### config.mk
export PLATFORM = sky130hd
export DESIGN_NAME = fifo_enq_arbiter
export DESIGN_NICKNAME = d
export VERILOG_FILES = /design/src/rtl/fifo_enq_arbiter.sv
export SDC_FILE = /design/constraint.sdc
export NUM_CORES = 1
export LEC_CHECK = 0
export CORE_MARGIN = 2
export CORE_UTILIZATION = 31
export DETAILED_ROUTE_END_ITERATION = 16
export PLACE_DENSITY = 0.95
export SLEW_MARGIN = 25
export SYNTH_ARGS = -nofsm -noshare
export SYNTH_HDL_FRONTEND = slang
export SYNTH_SLANG_ARGS = --single-unit
### constraint.sdc
create_clock -name clk -period 5.9 [get_ports clk]
set_clock_uncertainty 0.1 [all_clocks]
set_input_delay 0.885 -clock clk [delete_from_list [all_inputs] [get_ports clk]]
set_output_delay 0.885 -clock clk [all_outputs]
set_load 0.02 [all_outputs]
### src/rtl/fifo_enq_arbiter.sv
// fifo_enq_arbiter
//
// Round-robin, burst-locking arbiter that shares one fifo enqueue port
// among NUM_REQ producers. The selected producer is forwarded to the fifo
// in the same cycle; every beat is tagged with its source index so the
// consumer side can demultiplex. Once a producer wins, it keeps the grant
// for up to MAX_BURST accepted beats, so each source's run stays contiguous.
//
// Ports:
//   clk        clock, all state updates on the rising edge
//   rst        asynchronous, active-low reset
//   req_valid  per-requester valid
//   req_data   requester i occupies bits [i*WIDTH +: WIDTH]
//   req_ready  per-requester ready, at most one bit high
//   enq_valid  to fifo enq_valid
//   enq_data   to fifo enq_data
//   enq_id     source index of the current beat
//   enq_ready  from fifo enq_ready
module fifo_enq_arbiter #(
    parameter int NUM_REQ   = 4,
    parameter int WIDTH     = 32,
    parameter int IDW       = 2,
    parameter int MAX_BURST = 4
) (
    input  logic                       clk,
    input  logic                       rst,
    input  logic [NUM_REQ-1:0]         req_valid,
    input  logic [NUM_REQ*WIDTH-1:0]   req_data,
    output logic [NUM_REQ-1:0]         req_ready,
    output logic                       enq_valid,
    output logic [WIDTH-1:0]           enq_data,
    output logic [IDW-1:0]             enq_id,
    input  logic                       enq_ready
);

    localparam int CW = $clog2(MAX_BURST + 1);

    typedef enum logic {
        IDLE,
        LOCKED
    } state_t;

    state_t            state, state_nxt;
    logic [IDW-1:0]    owner, owner_nxt;
    logic [IDW-1:0]    ptr, ptr_nxt;
    logic [CW-1:0]     beat_cnt, beat_cnt_nxt;

    logic [IDW-1:0]    sel;
    logic              any_valid;
    logic [IDW-1:0]    cur;
    logic              cur_valid;
    logic [WIDTH-1:0]  cur_data;
    logic              active;
    logic              xfer;

    logic [2*NUM_REQ-1:0] valid_rot;

    // Index after idx, wrapping from NUM_REQ-1 back to 0.
    function automatic logic [IDW-1:0] next_idx(input logic [IDW-1:0] idx);
        if (int'(idx) == NUM_REQ - 1) begin
            return '0;
        end
        return idx + 1'b1;
    endfunction

    // Rotate the valid vector so bit 0 is the highest-priority requester,
    // then take the first set bit and map it back to an absolute index.
    always_comb begin
        int s;
        valid_rot = {req_valid, req_valid} >> ptr;
        sel       = '0;
        any_valid = 1'b0;
        s         = 0;
        for (int k = 0; k < NUM_REQ; k++) begin
            if (!any_valid && valid_rot[k]) begin
                any_valid = 1'b1;
                s         = int'(ptr) + k;
                if (s >= NUM_REQ) begin
                    s = s - NUM_REQ;
                end
                sel = IDW'(s);
            end
        end
    end

    // While locked only the owner is forwarded; while idle the round-robin
    // winner is. Outputs are forced quiet whenever reset is held.
    always_comb begin
        cur       = (state == LOCKED) ? owner : sel;
        active    = (state == LOCKED) || any_valid;
        cur_valid = 1'b0;
        cur_data  = '0;
        for (int j = 0; j < NUM_REQ; j++) begin
            if (cur == IDW'(j)) begin
                cur_valid = req_valid[j];
                cur_data  = req_data[j*WIDTH +: WIDTH];
            end
        end

        enq_valid = active && cur_valid && rst;
        enq_data  = active ? cur_data : '0;
        enq_id    = active ? cur : '0;

        req_ready = '0;
        for (int j = 0; j < NUM_REQ; j++) begin
            if (active && rst && (cur == IDW'(j))) begin
                req_ready[j] = enq_ready;
            end
        end

        xfer = enq_valid && enq_ready;
    end

    // Grant bookkeeping. Locking on a stalled first beat keeps the forwarded
    // beat stable under backpressure; a dropped owner valid costs one bubble.
    always_comb begin
        state_nxt    = state;
        owner_nxt    = owner;
        ptr_nxt      = ptr;
        beat_cnt_nxt = beat_cnt;
        case (state)
            IDLE: begin
                if (any_valid) begin
                    if (xfer && (MAX_BURST == 1)) begin
                        ptr_nxt = next_idx(sel);
                    end else begin
                        state_nxt    = LOCKED;
                        owner_nxt    = sel;
                        beat_cnt_nxt = xfer ? CW'(1) : '0;
                    end
                end
            end
            LOCKED: begin
                if (!cur_valid) begin
                    state_nxt    = IDLE;
                    ptr_nxt      = next_idx(owner);
                    beat_cnt_nxt = '0;
                end else if (xfer) begin
                    if (beat_cnt == CW'(MAX_BURST - 1)) begin
                        state_nxt    = IDLE;
                        ptr_nxt      = next_idx(owner);
                        beat_cnt_nxt = '0;
                    end else begin
                        beat_cnt_nxt = beat_cnt + 1'b1;
                    end
                end
            end
            default: begin
                state_nxt = IDLE;
            end
        endcase
    end

    always_ff @(posedge clk or negedge rst) begin
        if (!rst) begin
            state    <= IDLE;
            owner    <= '0;
            ptr      <= '0;
            beat_cnt <= '0;
        end else begin
            state    <= state_nxt;
            owner    <= owner_nxt;
            ptr      <= ptr_nxt;
            beat_cnt <= beat_cnt_nxt;
        end
    end

endmodule

# Word-level counts from Yosys, hierarchy flattened
# Cells that the tools add are included.
# op_classes
addsub	9
n_lt_le_gt_ge	4
n_eq_ne	9
n_shift	1
mux	51
bitwise_logic	1
n_reduce_logical	19
# ops
op	n
32-bit 2-to-1 mux	5
2-bit 2-to-1 mux	16
1-bit 2-to-1 mux	24
3-bit 2-to-1 mux	4
1-bit logical AND	11
3-bit greater-or-equal comparator (second input constant)	3
8-bit by 2-bit right shift with 4-bit output	1
2-bit by 1-bit subtractor with 2-bit output (second input constant)	4
2-bit by 2-bit adder with 3-bit output (second input constant)	2
3-bit one-hot mux with 2 select lines	1
2-bit by 1-bit == test with 1-bit output (second input constant)	2
2-bit == test (second input constant)	2
2-bit by 1-bit != test with 1-bit output (second input constant)	2
2-bit AND reduction	2
2-bit by 1-bit adder with 3-bit output (second input constant)	1
3-bit by 1-bit adder with 3-bit output (second input constant)	1
3-bit by 2-bit == test with 1-bit output (second input constant)	1
2-bit by 3-bit greater-or-equal comparator with 1-bit output (second input constant)	1
1-bit zero test	3
3-bit by 2-bit != test with 1-bit output (second input constant)	1
3-bit AND reduction	1
2-bit by 1-bit adder with 2-bit output (second input constant)	1
2-bit zero test	1
2-bit != test (second input constant)	1
other kinds (3)	3
# word_totals
register_bits	8
input_bits	135
out_inout_bits	39
word_cells	98

# Logic depth before layout (Yosys ltp)
# logic_depth
depth_word	27
mapped_depth	8
ltp_nobuf	6

# Worst setup path before layout
# OpenSTA, ideal clock, no wires.
# synth_timing
path_type	input to output
startpoint	input req_valid[1]
endpoint	output req_ready[2]
arrival_ns	2.587
required_ns	4.915
slack_ns	2.328
cell_stages	6
path_cell_list	a221o_1 -> o21ai_1 -> buf_2 -> buf_6 -> buf_6 -> nor4b_1
# synth_via
elab_chain_len	15
elab_cells_between_ends	21
# synth_lines
item	line	rtl
from (decl)	27	input logic [NUM_REQ-1:0] req_valid,
8-bit by 2-bit right shift with 4-bit output *	70	valid_rot = {req_valid, req_valid} >> ptr;
1-bit 2-to-1 mux	75	if (!any_valid && valid_rot[k]) begin
1-bit zero test	75	
1-bit logical AND	75	
1-bit 2-to-1 mux	75	
1-bit zero test	75	
1-bit logical AND	75	
1-bit 2-to-1 mux	75	
1-bit zero test	75	
1-bit logical AND	75	
2-bit 2-to-1 mux / 1-bit 2-to-1 mux (equally long branches)	75	
2-bit 2-to-1 mux / 1-bit logical OR (equally long branches)	89, 90	
2-bit == test / 1-bit logical AND (equally long branches)	106	if (active && rst && (cur == IDW'(j))) begin
1-bit logical AND *	106	
1-bit 2-to-1 mux *	106	
to (decl)	29	output logic [NUM_REQ-1:0] req_ready,
# Mark *: on every way between the ends. The rest lies on a longest branch, timed or not.

# Worst setup path in the final report
# layout_timing
startpoint	input req_valid[2]
endpoint	output enq_data[22]
# layout_via
elab_chain_len	18
elab_cells_between_ends	26
# layout_lines
item	line	rtl
8-bit by 2-bit right shift with 4-bit output *	70	
1-bit 2-to-1 mux	75	
1-bit zero test	75	
1-bit logical AND	75	
1-bit 2-to-1 mux	75	
1-bit zero test	75	
1-bit logical AND	75	
1-bit 2-to-1 mux	75	
1-bit zero test	75	
1-bit logical AND	75	
2-bit 2-to-1 mux	75	
2-bit 2-to-1 mux	89	cur = (state == LOCKED) ? owner : sel;
2-bit zero test	94	if (cur == IDW'(j)) begin
32-bit 2-to-1 mux (4 in a row)	94	
32-bit 2-to-1 mux *	101	enq_data = active ? cur_data : '0;
to (decl)	31	output logic [WIDTH-1:0] enq_data,
# Marked as above.

==> flow_metrics.env <==
export IMPL_status="completed"
export IMPL_clock_power_share_pct=4.0
export IMPL_synth_warnings=0
export IMPL_hold_slack_ns=0.3886
export IMPL_initial_core_util_pct=32.57
export IMPL_number_of_synthesized_flops_with_an_enable_pin=0
export IMPL_numClockSinks=8
export IMPL_critPathKind="primary input to primary output"
export IMPL_io_pin_count=174
export IMPL_antenna_found_initial=0
export IMPL_totalPowerFinal_mw=1.615
export IMPL_cp_required_ns=4.91
export IMPL_switchingPower_mw=0.7894
export IMPL_fillerInstances=401
export IMPL_post_synth_mux_area_share_pct=43.22
export IMPL_crit_chain="clkdlybuf4s50_1 -> nor2b_1 -> a221o_1 -> o21a_1 -> nand2b_1 -> buf_4 -> o22ai_1 -> clkdlybuf4s50_1"
export IMPL_route_detailed_vias_per_inst=5.262
export IMPL_seq_power_share_pct=6.7
export IMPL_chipHeight_um=75.14
export IMPL_synth_nets=323
export IMPL_avgRoutedWirePerCell_um=17.63
export IMPL_die_area_um2=5646
export IMPL_yosys_area_share_adder_pct=1.595
export IMPL_slew_headroom_pct=54.12
export IMPL_critical_path_max_stage_delay_ns=0.65
export IMPL_place_inst=413
export IMPL_final_max_slew_viol_count=0
export IMPL_synth_top_family_by_area="multiplexers"
export IMPL_timing_worst_slew_pin_value_ns=0.6819
export IMPL_final_hold_viol_count=0
export IMPL_design_core_area_um2=4817
export IMPL_wire_length_reported_by_the_detailed_router_um=7332
export IMPL_via_count_of_the_routed_design=2189
export IMPL_drive_gt1_share_pct=3.152
export IMPL_synth_flop_cell="sky130_fd_sc_hd__dfrtp_1"
export IMPL_overflow_left_after_global_routing=0
export IMPL_routabilityCongestion=0.8465
export IMPL_globalRouteTotalUtil_pct=22.37
export IMPL_placement_rows=25
export IMPL_fmax_mhz=212.0
export IMPL_fin_util_pct=69.66
export IMPL_power_density_nw_per_um2=481.4
export IMPL_timing_critical_path_from_type="primary input"
export IMPL_fin_nets=488
export IMPL_global_route_wire_length_before_repair_um=9784
export IMPL_post_synthesis_cell_area_um2=1569
export IMPL_p_sw_share_pct=48.87
export IMPL_die_width_um=75.14
export IMPL_route_detailed_drc=0
export IMPL_timing_max_cap_violations=0
export IMPL_vdd_ir_drop_worst_mv=0.2803
export IMPL_cpMaxStageDelayCell="sky130_fd_sc_hd__clkdlybuf4s50_1"
export IMPL_most_frequent_cell_on_the_critical_path="sky130_fd_sc_hd__clkdlybuf4s50_1"
export IMPL_drt_pre_antenna_iters=4
export IMPL_pre_cts_slack_ns=1.198
export IMPL_synth_xor_area_share_pct=0
export IMPL_cts_repair_timing_setup_buffer_count=0
export IMPL_syn_area_per_cell_um2=8.436
export IMPL_final_min_clock_period_ns=4.717
export IMPL_synth_simple_gate_area_share_pct=10.29
export IMPL_dpl_hpwl_um=6142
export IMPL_final_antenna_net_count=0
export IMPL_setup_viol=0
export IMPL_worst_endpoint_arrival_ns=3.73
export IMPL_ctsResizeCount=0
export IMPL_layout_cell_area_non_filler_um2=3356
export IMPL_instances_no_fill=416
export IMPL_hold_path_class="register to register"
export IMPL_port_buffers=173
export IMPL_worst_skew_pair_late_latency_ns=0.23
export IMPL_cts_hold_buf=0
export IMPL_htreeDepth=1
export IMPL_clock_pin_slew_worst_setup_and_hold_paths_ns=0.04
export IMPL_cts_root_buffer="sky130_fd_sc_hd__clkbuf_8"
export IMPL_synth_sequential_area_ratio_pct=12.76
export IMPL_detailedRoute_firstIterationViolations=58
export IMPL_insertedDiodeCount=0
export IMPL_unrepaired_setup_endpoints_after_global_routing="false"
export IMPL_yosys_register_bits=8
export IMPL_cp_max_fanout=32
export IMPL_tritoncts_clock_tree="done"
export IMPL_fin_tns_setup_ns=0
export IMPL_internal_power_mw=0.8260
export IMPL_synth_async_reset_ratio_pct=100.0
export IMPL_flow_area_growth_from_synthesis_pct=113.9
export IMPL_synth_compound_area_share_pct=23.84
export IMPL_grt_start_max_net_pins=42
export IMPL_synth_cells=186
export IMPL_postLayoutSetupSlackWorst_ns=1.183
export IMPL_reg2reg_slack_ns=3.64
export IMPL_placed_cell_area_um2=3314
export IMPL_final_period_utilization_pct=79.95
export IMPL_cp_end_kind="primary output"
export IMPL_grt_pass1_vias=2000
export IMPL_cts_inserted_buffers=3
export IMPL_clk_path_buf_depth=2
export IMPL_total_leakage_power_nw=1.318
export IMPL_yosys_cell_types_count=35
export IMPL_combinationalPowerShare_pct=89.3
==> path summary, 6_finish.rpt <==
path	startpoint	end	cells after the start
max	req_valid[2]	enq_data[22]	8
min	beat_cnt[2]	beat_cnt[2]	1
max reg2reg	ptr[1]	ptr[1]	5
min reg2reg	beat_cnt[2]	beat_cnt[2]	1
max in group asynchronous	rst	ptr[1]	1
min in group asynchronous	rst	beat_cnt[0]	1
==> cells in the final DEF (no fill, tap or decap) <==
| master | n |
|---|---|
| sky130_fd_sc_hd__clkdlybuf4s50_1 | 173 |
| sky130_fd_sc_hd__mux2i_1 | 64 |
| sky130_fd_sc_hd__o22ai_1 | 33 |
| sky130_fd_sc_hd__dfrtp_1 | 8 |
| sky130_fd_sc_hd__a21oi_1 | 7 |
| sky130_fd_sc_hd__nand2_1 | 7 |
| sky130_fd_sc_hd__nor2_1 | 6 |
| sky130_fd_sc_hd__inv_1 | 5 |
| sky130_fd_sc_hd__o21ai_0 | 5 |
| sky130_fd_sc_hd__buf_4 | 4 |
| sky130_fd_sc_hd__nor2b_1 | 3 |
| sky130_fd_sc_hd__clkbuf_8 | 3 |
| sky130_fd_sc_hd__a221o_1 | 2 |
| sky130_fd_sc_hd__a221oi_1 | 2 |
| sky130_fd_sc_hd__and2_1 | 2 |
| sky130_fd_sc_hd__nor3_1 | 2 |
| sky130_fd_sc_hd__nor4_1 | 2 |
| sky130_fd_sc_hd__o21a_1 | 2 |
| sky130_fd_sc_hd__nand2b_1 | 2 |
| sky130_fd_sc_hd__mux2_1 | 2 |
| sky130_fd_sc_hd__ha_1 | 2 |
| sky130_fd_sc_hd__o2111ai_1 | 1 |
| sky130_fd_sc_hd__mux2_4 | 1 |
| sky130_fd_sc_hd__o211ai_1 | 1 |
| sky130_fd_sc_hd__nor3b_1 | 1 |
| sky130_fd_sc_hd__o21ai_4 | 1 |
| sky130_fd_sc_hd__or4b_1 | 1 |
| sky130_fd_sc_hd__o311a_1 | 1 |
| sky130_fd_sc_hd__or3_4 | 1 |
| sky130_fd_sc_hd__nor2b_2 | 1 |
| sky130_fd_sc_hd__nor4b_1 | 1 |
| sky130_fd_sc_hd__a22oi_1 | 1 |
| sky130_fd_sc_hd__o31ai_1 | 1 |
| sky130_fd_sc_hd__o32ai_1 | 1 |
==> power by group through the flow <==
stage | logic, mW | clock network (mW) | registers [mW]
after floorplan | 0.918 | 0 | 0.0948
after global placement | 1.42 | 0 | 0.105
after detailed placement | 1.44 | 0 | 0.107
after CTS | 1.45 | 0.0658 | 0.107
after global routing | 1.53 | 0.0701 | 0.112
final | 1.44 | 0.0645 | 0.109
==> registers in the layout (all words and copies together) (netlist names) <==
register  cells
beat_cnt      3
owner         2
ptr           2
state         1
==> layout make-up <==
cell class | instances | area, um^2 | area share [%]
inverters | 5 | 18.77 | 0.5593
flip-flops and latches | 8 | 200.2 | 5.966
repair buffers | 177 | 1762 | 52.50
clock buffers | 3 | 41.29 | 1.230
multi-input cells | 156 | 1250 | 37.25
well taps | 67 | 83.83 | 2.498
==> worst max-delay path, delay by kind of cell <==
family          cells  cell delay, ns
simple gates        2            0.33
compound gates      3            0.99
buf+inv             3            1.52
==> metal layers <==
metal	track usage (%)	vias to the layer above	share of wire [%]
met1	25.00	1025	36
met5	0	-	0
met2	43.27	91	54
met3	3.748	13	8.2
li1	-	1060	-
met4	6.043	0	1.8
==> cells by family after synthesis <==
family	after synthesis
simple gates	29
compound gates	58
buf+inv	22
fa+ha+maj	2
flops	8
mux	67
==> synth_stat cells (2+ instances only) <==
| library cell | n | area share, % |
|---|---|---|
| sky130_fd_sc_hd__mux2_1 | 2 | 1.4 |
| sky130_fd_sc_hd__o22ai_1 | 33 | 13 |
| sky130_fd_sc_hd__buf_4 | 5 | 2.4 |
| sky130_fd_sc_hd__mux2i_1 | 64 | 41 |
| sky130_fd_sc_hd__a221o_1 | 2 | 1.3 |
| sky130_fd_sc_hd__clkbuf_1 | 4 | 0.96 |
| sky130_fd_sc_hd__o21a_1 | 2 | 0.96 |
| sky130_fd_sc_hd__inv_1 | 5 | 1.2 |
| sky130_fd_sc_hd__nor2_1 | 6 | 1.4 |
| sky130_fd_sc_hd__nand2_1 | 7 | 1.7 |
| sky130_fd_sc_hd__nand2b_1 | 2 | 0.80 |
| sky130_fd_sc_hd__dfrtp_1 | 8 | 13 |
| sky130_fd_sc_hd__a21oi_1 | 7 | 2.2 |
| sky130_fd_sc_hd__nor4_1 | 2 | 0.80 |
| sky130_fd_sc_hd__nor3_1 | 2 | 0.64 |
| sky130_fd_sc_hd__a221oi_1 | 2 | 1.1 |
| sky130_fd_sc_hd__buf_6 | 3 | 2.2 |
| sky130_fd_sc_hd__and2_1 | 2 | 0.80 |
| sky130_fd_sc_hd__ha_1 | 2 | 1.6 |
| sky130_fd_sc_hd__o21ai_0 | 5 | 1.6 |
| sky130_fd_sc_hd__nor2b_1 | 3 | 1.2 |
| sky130_fd_sc_hd__buf_2 | 5 | 1.6 |
Power figures use the tool's default switching activity.
